$ cat src/rtl/mod_down_counter.sv
// mod_down_counter: loadable modulo-N down-counter with borrow pulse, periodic or one-shot.
module mod_down_counter #(
  parameter int WIDTH  = 4,
  parameter int MODULE = 6
) (
  input  logic             clock,
  input  logic             reset,
  input  logic [WIDTH-1:0] in,
  input  logic             load,
  input  logic             en,
  input  logic             oneshot,
  output logic [WIDTH-1:0] cnt,
  output logic             borrow,
  output logic             running
);
  typedef enum logic {IDLE, RUN} state_t;
  localparam logic [WIDTH-1:0] MAX = WIDTH'(MODULE - 1);
  state_t state;
  logic [WIDTH-1:0] load_val;
  logic zero, expire;
  // Unsigned compare widened by one bit so MODULE == 2**WIDTH never clamps.
  assign load_val = ({1'b0, in} < (WIDTH+1)'(MODULE)) ? in : MAX;
  assign zero = cnt == '0;
  assign expire = zero && oneshot;
  always_ff @(posedge clock or negedge reset) begin
    if (!reset) begin
      cnt     <= '0;
      borrow  <= 1'b0;
      running <= 1'b0;
      state   <= IDLE;
    end else if (load) begin
      cnt     <= load_val;
      borrow  <= 1'b0;
      running <= 1'b1;
      state   <= RUN;
    end else if (state == RUN && en) begin
      cnt     <= zero ? (oneshot ? '0 : MAX) : cnt - 1'b1;
      borrow  <= zero;
      running <= !expire;
      state   <= expire ? IDLE : RUN;
    end else begin
      borrow  <= 1'b0;
    end
  end
endmodule
$ cat config.mk
export PLATFORM = sky130hd
export DESIGN_NAME = mod_down_counter
export DESIGN_NICKNAME = d
export VERILOG_FILES = /design/src/rtl/mod_down_counter.sv
export SDC_FILE = /design/constraint.sdc
export NUM_CORES = 1
export LEC_CHECK = 0
export CORE_AREA = 3 3 40 42
export CTS_BUF_LIST = sky130_fd_sc_hd__clkbuf_8
export DETAILED_ROUTE_END_ITERATION = 7
export DIE_AREA = 0 0 43 45
export GPL_ROUTABILITY_DRIVEN = 0
export PLACE_DENSITY = 0.56
export SYNTH_ARGS = -nofsm -noshare
export SYNTH_HDL_FRONTEND = slang
export SYNTH_SLANG_ARGS = --single-unit
$ cat constraint.sdc
create_clock -name clock -period 3.3 [get_ports clock]
set_clock_uncertainty 0.2 [all_clocks]
set_input_delay 0.66 -clock clock [delete_from_list [all_inputs] [get_ports clock]]
set_output_delay 0.66 -clock clock [all_outputs]
set_load 0.02 [all_outputs]
# Word-level counts from Yosys, hierarchy flattened
# Cells that the tools add are included.
# Widths: inputs -> output; s select.
dict set report word_totals {
  inputBits 9
  elab_cells 23
  reg_bits 7
  output_inout_bits 6
}
dict set report classes {
  order_cmp 1
  n_reduce_logical 5
  n_addsub 1
  n_mux 12
}
# cell n
set ops {}
lappend ops {{$mux 4} 4}
lappend ops {{$mux 1} 7}
lappend ops {{$logic_not 4->1} 1}
lappend ops {{$lt 4x3->1 const B} 1}
lappend ops {{$sub 4x1->4 const B} 1}
lappend ops {{$mux 3} 1}
lappend ops {{$logic_and 1x1->1} 2}
lappend ops {{$reduce_bool 2->1} 1}
lappend ops {{$logic_not 1->1} 1}

# Depth between registers and ports, before layout
# Gate-level depths: netlist of run 1.
dict set report logic_depth {
  word_depth 5
  ltp_mapped 3
  mapped_depth_nobuf 3
}

# Worst setup path after synthesis of run 1
# OpenSTA, ideal clock, no wires.
dict set report synth_path {
  path_kind {input to register}
  start {input port en}
  end {register running}
  cell_stages 3
  t_required_ns 2.976
  setup_slack_ns 1.887
  n_path_buf 0
  t_arrival_ns 1.090
  setup_time_ns 0.124
  path_cell_list {nand3b_1 o31ai_1 nand2_1}
}
dict set report synth_via {
  elab_chain_cells 2
}
# element line_no
set synth_lines {}
lappend synth_lines {{start, declared} 10} ;# input logic en,
lappend synth_lines {{$logic_and 1x1->1} 36} ;# end else if (state == RUN && en) begin
lappend synth_lines {{$reduce_bool 2->1 (no source line)} --}
lappend synth_lines {{end signal, assigned} 39} ;# running <= !expire;
lappend synth_lines {{end, declared} 14} ;# output logic running
# Every way passes these cells.
# A chain may end at the register's enable or synchronous reset.

# Final worst setup path of run 1
dict set report layout_path {
  start {register cnt[1]}
  end {output port cnt[1]}
}
# element line_no
set layout_lines {}
lappend layout_lines {{start, declared} 12} ;# output logic [WIDTH-1:0] cnt,
lappend layout_lines {{start signal, assigned} 32} ;# cnt <= load_val;
lappend layout_lines {{start signal, assigned} 37} ;# cnt <= zero ? (oneshot ? '0 : MAX) : cnt - 1'b1;
# No word-level cell between the ends.

==> results by group, run 1 <==
Global route
  – Via count of the first global-routing pass: 319
  – Maximum number of pins on one net before global-route repair: 8
  – Total global routing overflow: 0
  – All-layer global routing usage: 0.101
  – Number of antenna violations at the first check in global routing: 0
  – Global-route wire length before repair: 1350 µm

Yosys
  – Most frequent cell after synthesis: sky130_fd_sc_hd__dfrtp_1
  – Flip-flop and latch count after synthesis: 6
  – Sequential area share after synthesis: 0.484
  – Number of warning messages in the yosys log: 0
  – Most common flop cell mapped by yosys: sky130_fd_sc_hd__dfrtp_1
  – Fraction of post-synthesis cell area in the top cell type by area: 0.484
  – Share of flip-flops with an asynchronous set or reset after synthesis: 1.00
  – Mapped Nets: 37
  – Count of flip-flops with a built-in enable after synthesis: 0
  – Largest area contributor in the synthesized netlist: sky130_fd_sc_hd__dfrtp_1
  – Instance count of the mapped netlist: 28
  – Average size of a mapped cell: 11.1 µm²
  – Top post-synthesis cells by area: sky130_fd_sc_hd__dfrtp_1 48%, sky130_fd_sc_hd__o311ai_2 5.2%, sky130_fd_sc_hd__a2111oi_2 4.8%, sky130_fd_sc_hd__and4bb_2 4.0%, sky130_fd_sc_hd__a21oi_1 3.2%
  – Distinct cells, synth: 19
  – Post-synthesis cell area: 310 µm²
  – Commonest cells in the synthesized netlist: 6 x sky130_fd_sc_hd__dfrtp_1, 2 x sky130_fd_sc_hd__a21oi_1, 2 x sky130_fd_sc_hd__inv_1, 2 x sky130_fd_sc_hd__nand2_1, 2 x sky130_fd_sc_hd__o21ai_0

Die
  – Area of the core region: 0.00128 mm²
  – I/O pins: 15
  – Vert. Die Dim: 45 µm
  – Row Count: 13
  – Floorplan die width: 43 µm
  – Floorplan die area: 0.00194 mm²
  – Initial core utilization: 0.241

Critical path
  – Cell depth of the worst flop-to-flop path: 3
  – Worst reg2reg path startpoint: cnt[0]
  – Crit. End Element: primary output
  – Instance count on the critical path: 1
  – Worst path top cell family by delay: buffers and inverters
  – Critical path data arrival time: 1.24 ns
  – Worst path buffer plus inverter count: 1
  – Worst-path cell chain: clkdlybuf4s50_1
  – Slack of the worst reg-to-reg path: 1.99 ns
  – Peak per-stage delay on the critical path: 0.62 ns
  – CP Max Fanout: 4
  – Capture point of the worst reg-to-reg path: running
  – Worst path required time: 2.44 ns
  – Worst Setup SP: cnt[1]
  – Cell with the largest stage delay on the worst path: sky130_fd_sc_hd__clkdlybuf4s50_1
  – Critical path endpoint: cnt[1]
  – Critical Setup Path Class: reg2out
  – Crit path launch type: flip-flop

Clock network
  – Clock transition at the registers of the reported paths: 0.03 ns
  – TritonCTS clock tree: done
  – CTS Hold Buffers Added: 0
  – CTS buffer count: 3
  – Clock insertion delay at the later pin of the skew report: 0.22 ns
  – Clock sink total: 6
  – Root buf cell: sky130_fd_sc_hd__clkbuf_8
  – CTS resizes: 0
  – CTS H-tree lvls: 1
  – Max clock buf depth: 2
  – Post-CTS setup repair buffer count: 0

Layout
  – Net count of the finished layout: 56
  – Antenna Diode Count: 0
  – Synth-to-Final Area Change: 64.5%
  – Layout cell share with drive strength beyond 1: 0.156

STA
  – Final worst path period need: 2.10 ns
  – Number of max-slew violations in the final report: 0
  – Relative slew slack: 0.817
  – Crit share post-route: 0.636
  – Worst slew pin tran: 0.274 ns
  – Setup Viol. Count Final: 0
  – Unrepaired setup endpoints after global routing: no
  – Count of endpoints failing hold in the final timing report: 0
  – Highest Clock Rate: 477 MHz
  – Setup TNS after final layout: 0 ns
  – Post-route setup slack: 1.20 ns

Placed design
  – Number of buffers added on ports: 14
  – Sum of net half-perimeters after detailed placement: 635 µm
  – Post-place setup slack: 1.23 ns

Route
  – Remaining routing DRC violations: 0
  – Post-route antenna net violation count: 0
  – Total wirelength of the detailed-routed design: 787 µm
  – Per-cell routed wire length: 13.1 µm
  – Violation count after the first detailed-route iteration: 6
  – Via density per instance: 5.08
  – Vias after detailed routing: 305
  – First-pass detailed-route iteration total: 4

Power and ir drop
  – LEAKAGE: 0.000207 µW
  – Power per cell area: 474 mW/mm²
  – VDD IR-drop max: 0.170 mV

Min path
  – Path class of the lowest-slack min-delay path: reg2reg

Job
  – Maximum capacitance violations: 0

Status
  – Run status: finished clean
-- per-stage QoR --
stage / hold WS [ns] / area, µm² / utilization / cells / power (µW)
after floorplan: 0.164 / 310 / - / 28 / 107
after global placement: 0.295 / 469 / 0.365 / 57 / 134
after detailed placement: 0.290 / 469 / 0.365 / 57 / 134
after CTS: 0.301 / 510 / 0.397 / 60 / 247
after global routing: 0.335 / 510 / 0.397 / 60 / 254
final: 0.299 / 510 / 0.397 / 60 / 242
-- layout make-up --
| class | instances | area [µm²] |
|---|---|---|
| Fill cell | 129 | 774 |
| Multi-Input combinational cell | 20 | 153 |
| Sequential cell | 6 | 150 |
| Timing Repair Buffer | 14 | 140 |
| Clock buffer | 3 | 41.3 |
| Tap cell | 15 | 18.8 |
| Inverter | 2 | 7.51 |
-- routing by layer --
layer  routed length, µm  track usage  up-vias
met5                   0            0        -
met4                  26        0.108        0
met3                  59       0.0398        4
met2                 367        0.144       10
met1                 333        0.108      148
li1                    -            -      143
-- kinds of logic after synthesis --
family          synth area share
compound gates             0.282
simple gates               0.210
flops                      0.484
buf+inv                   0.0242
-- report_power, final --
group          total (µW)  internal, µW  switching, µW
Combinational        49.4          26.5           23.0
Clock                 109          78.2           30.5
Sequential           83.6          78.9           4.70
Total                 242           184           58.1
-- layout by cell type (no fill, tap or decap), drive strengths merged --
cell type and count:
inv 2, o311ai 1, nand2b 1, nor4 1, o21ai 3, o21bai 1
a2111oi 1, clkbuf 3, clkdlybuf4s50 14, or2 1, nand4 1, o211a 1
nand3b 1, o31ai 1, a21oi 2, nand2 2, and4bb 1, nor4bb 1
dfrtp 6, a31oi 1
-- how the worst min path moves through the flow --
stage / startpoint / end / slack [ns] / depth (start not counted)
floorplan: reset / borrow / 0.16 / 0
global placement: cnt[3] / borrow / 0.30 / 1
detailed placement: cnt[3] / borrow / 0.29 / 1
CTS: cnt[3] / borrow / 0.30 / 1
global route: cnt[3] / borrow / 0.34 / 1
finish: cnt[3] / borrow / 0.30 / 1
-- registers in the layout, indices dropped and copies added, names as in the netlist --
register,count
running,1
borrow,1
cnt,4
(Power assumes the default switching activity.)
==> run 2: changes to the inputs <==
clock period = 2.1 ns   (was 3.3 ns; I/O delays follow)
==> run 2 against run 1 <==
Effect of this change: via count is 2.3% lower; clock power is 64% higher; critical endpoint is now running; first-iteration DRC count is 67% lower; critical path depth stayed put; sequential cell count stayed put; largest power group unchanged; sequential share of layout area stayed put; global-route usage is 0.42 points lower; worst setup slack worse by 0.97 ns; hold slack worse by 0.067 ns; sequential power is 57% higher; combinational power is 58% higher; final cell count stayed put.
==> results by group, run 2 (synthesis gave the netlist of run 1 again) <==
Status
  – Run status: finished clean

Power and ir drop
  – Proportion of power drawn by flip-flops and latches: 0.337
  – Part of the total power dissipated in combinational logic: 0.201
  – Portion of total power attributed to the clock network: 0.462
  – LEAKAGE: 0.000207 µW
  – Switching power total: 98.9 µW
  – Power per cell area: 760 mW/mm²
  – Internal power contribution: 289 µW
  – VDD IR-drop max: 0.356 mV
  – Sw frac: 0.255

STA
  – Count of endpoints failing hold in the final timing report: 0
  – Final worst path period need: 1.87 ns
  – Unrepaired setup endpoints after global routing: no
  – Worst slew pin tran: 0.289 ns
  – Setup Viol. Count Final: 0
  – Crit share post-route: 0.889
  – Highest Clock Rate: 536 MHz
  – Number of max-slew violations in the final report: 0
  – Relative slew slack: 0.807
  – Setup TNS after final layout: 0 ns

Global route
  – All-layer global routing usage: 0.0964
  – Total global routing overflow: 0
  – Maximum number of pins on one net before global-route repair: 8
  – Global-route wire length before repair: 1320 µm
  – Number of antenna violations at the first check in global routing: 0
  – Via count of the first global-routing pass: 302

Critical path
  – Worst path top cell family by delay: buffers and inverters
  – Worst path required time: 1.48 ns
  – Peak per-stage delay on the critical path: 0.62 ns
  – Worst-path cell chain: clkdlybuf4s50_1
  – Cell with the largest stage delay on the worst path: sky130_fd_sc_hd__clkdlybuf4s50_1
  – Worst path buffer plus inverter count: 1
  – Crit. End Element: primary output
  – Crit path launch type: flip-flop
  – CP Max Fanout: 5
  – Critical Setup Path Class: reg2out
  – Critical path data arrival time: 1.25 ns

Die
  – Area of the core region: 0.00128 mm²
  – Floorplan die width: 43 µm
  – Floorplan die area: 0.00194 mm²
  – Vert. Die Dim: 45 µm
  – Row Count: 13
  – I/O pins: 15
  – Initial core utilization: 0.241

Layout
  – Commonest cells after routing, fill and taps aside: 14 x sky130_fd_sc_hd__clkdlybuf4s50_1, 6 x sky130_fd_sc_hd__dfrtp_1, 3 x sky130_fd_sc_hd__clkbuf_8
  – Final Core Density: 0.397
  – Net count of the finished layout: 56
  – Layout cell share with drive strength beyond 1: 0.156
  – Largest registers: cnt: 4 flops, borrow: 1 flops, running: 1 flops
  – Largest register FFs: 4
  – Synth-to-Final Area Change: 64.5%
  – Register with the most flip-flops: cnt
  – Most common cell after layout, fill and taps aside: sky130_fd_sc_hd__clkdlybuf4s50_1
  – Antenna Diode Count: 0

Placed design
  – Number of buffers added on ports: 14
  – Sum of net half-perimeters after detailed placement: 621 µm

Min path
  – Path class of the lowest-slack min-delay path: in2async

Route
  – Via density per instance: 4.97
  – Post-route antenna net violation count: 0
  – Violation count after the first detailed-route iteration: 2
  – Remaining routing DRC violations: 0
  – Vias after detailed routing: 298
  – First-pass detailed-route iteration total: 3
  – Per-cell routed wire length: 13.7 µm
  – Total wirelength of the detailed-routed design: 822 µm

Clock network
  – Max clock buf depth: 2
  – Root buf cell: sky130_fd_sc_hd__clkbuf_8
  – CTS H-tree lvls: 1
  – TritonCTS clock tree: done
  – Clock insertion delay at the later pin of the skew report: 0.23 ns
  – CTS Hold Buffers Added: 0
  – Clock sink total: 6
  – CTS resizes: 0
  – Post-CTS setup repair buffer count: 0
  – Clock transition at the registers of the reported paths: 0.04 ns
  – CTS buffer count: 3

Job
  – Maximum capacitance violations: 0
==> run 2: cell counts in the layout (fill, tap and decap cells not counted) <==
Identical to the previous run, type by type.
==> run 2: worst paths after layout <==
path | slack, ns | cells after the start | end | from
setup / recovery | 0.23 | 1 | running | running
hold / removal | 0.23 | 1 | running | reset
setup reg to reg | 0.80 | 3 | running | cnt[0]
hold reg to reg | 0.30 | 1 | borrow | cnt[3]
max in group asynchronous | 1.25 | 1 | cnt[2] | reset
min in group clock | 0.30 | 1 | borrow | cnt[3]
==> run 2: cell type report <==
cell class | count | area (µm²)
inverter | 2 | 7.51
sequential | 6 | 150
clock buffer | 3 | 41.3
timing repair buffer | 14 | 140
tap | 15 | 18.8
fill | 121 | 774
multi-input combinational | 20 | 153
==> run 2: per-stage QoR <==
step	instance area (µm²)	setup slack, ns	cells	hold WS, ns	power, µW
2_1_floorplan	310	0.765	28	-0.0756	168
3_3_place_gp	469	0.303	57	0.299	209
3_5_place_dp	469	0.249	57	0.297	210
4_1_cts	510	0.226	60	0.244	392
5_1_grt	510	0.183	60	0.259	408
6_report	510	0.234	60	0.233	388
==> run 2: power by group through the flow <==
| stage | registers, µW | clock network (µW) | logic, µW |
|---|---|---|---|
| finish | 131 | 179 | 78.0 |
| global route | 133 | 191 | 83.5 |
| CTS | 131 | 183 | 78.5 |
| detailed placement | 132 | 0 | 77.8 |
| global placement | 132 | 0 | 77.5 |
| floorplan | 141 | 0 | 27.1 |
==> run 2: per-layer routing <==
layer / wire length (µm) / part of all wire / up-vias / global-route usage
met5: 0 / 0 / - / 0
met4: 0 / 0 / 0 / 0.0361
met3: 77 / 0.094 / 0 / 0.0677
met2: 385 / 0.47 / 12 / 0.138
met1: 360 / 0.44 / 142 / 0.113
li1: - / - / 144 / -
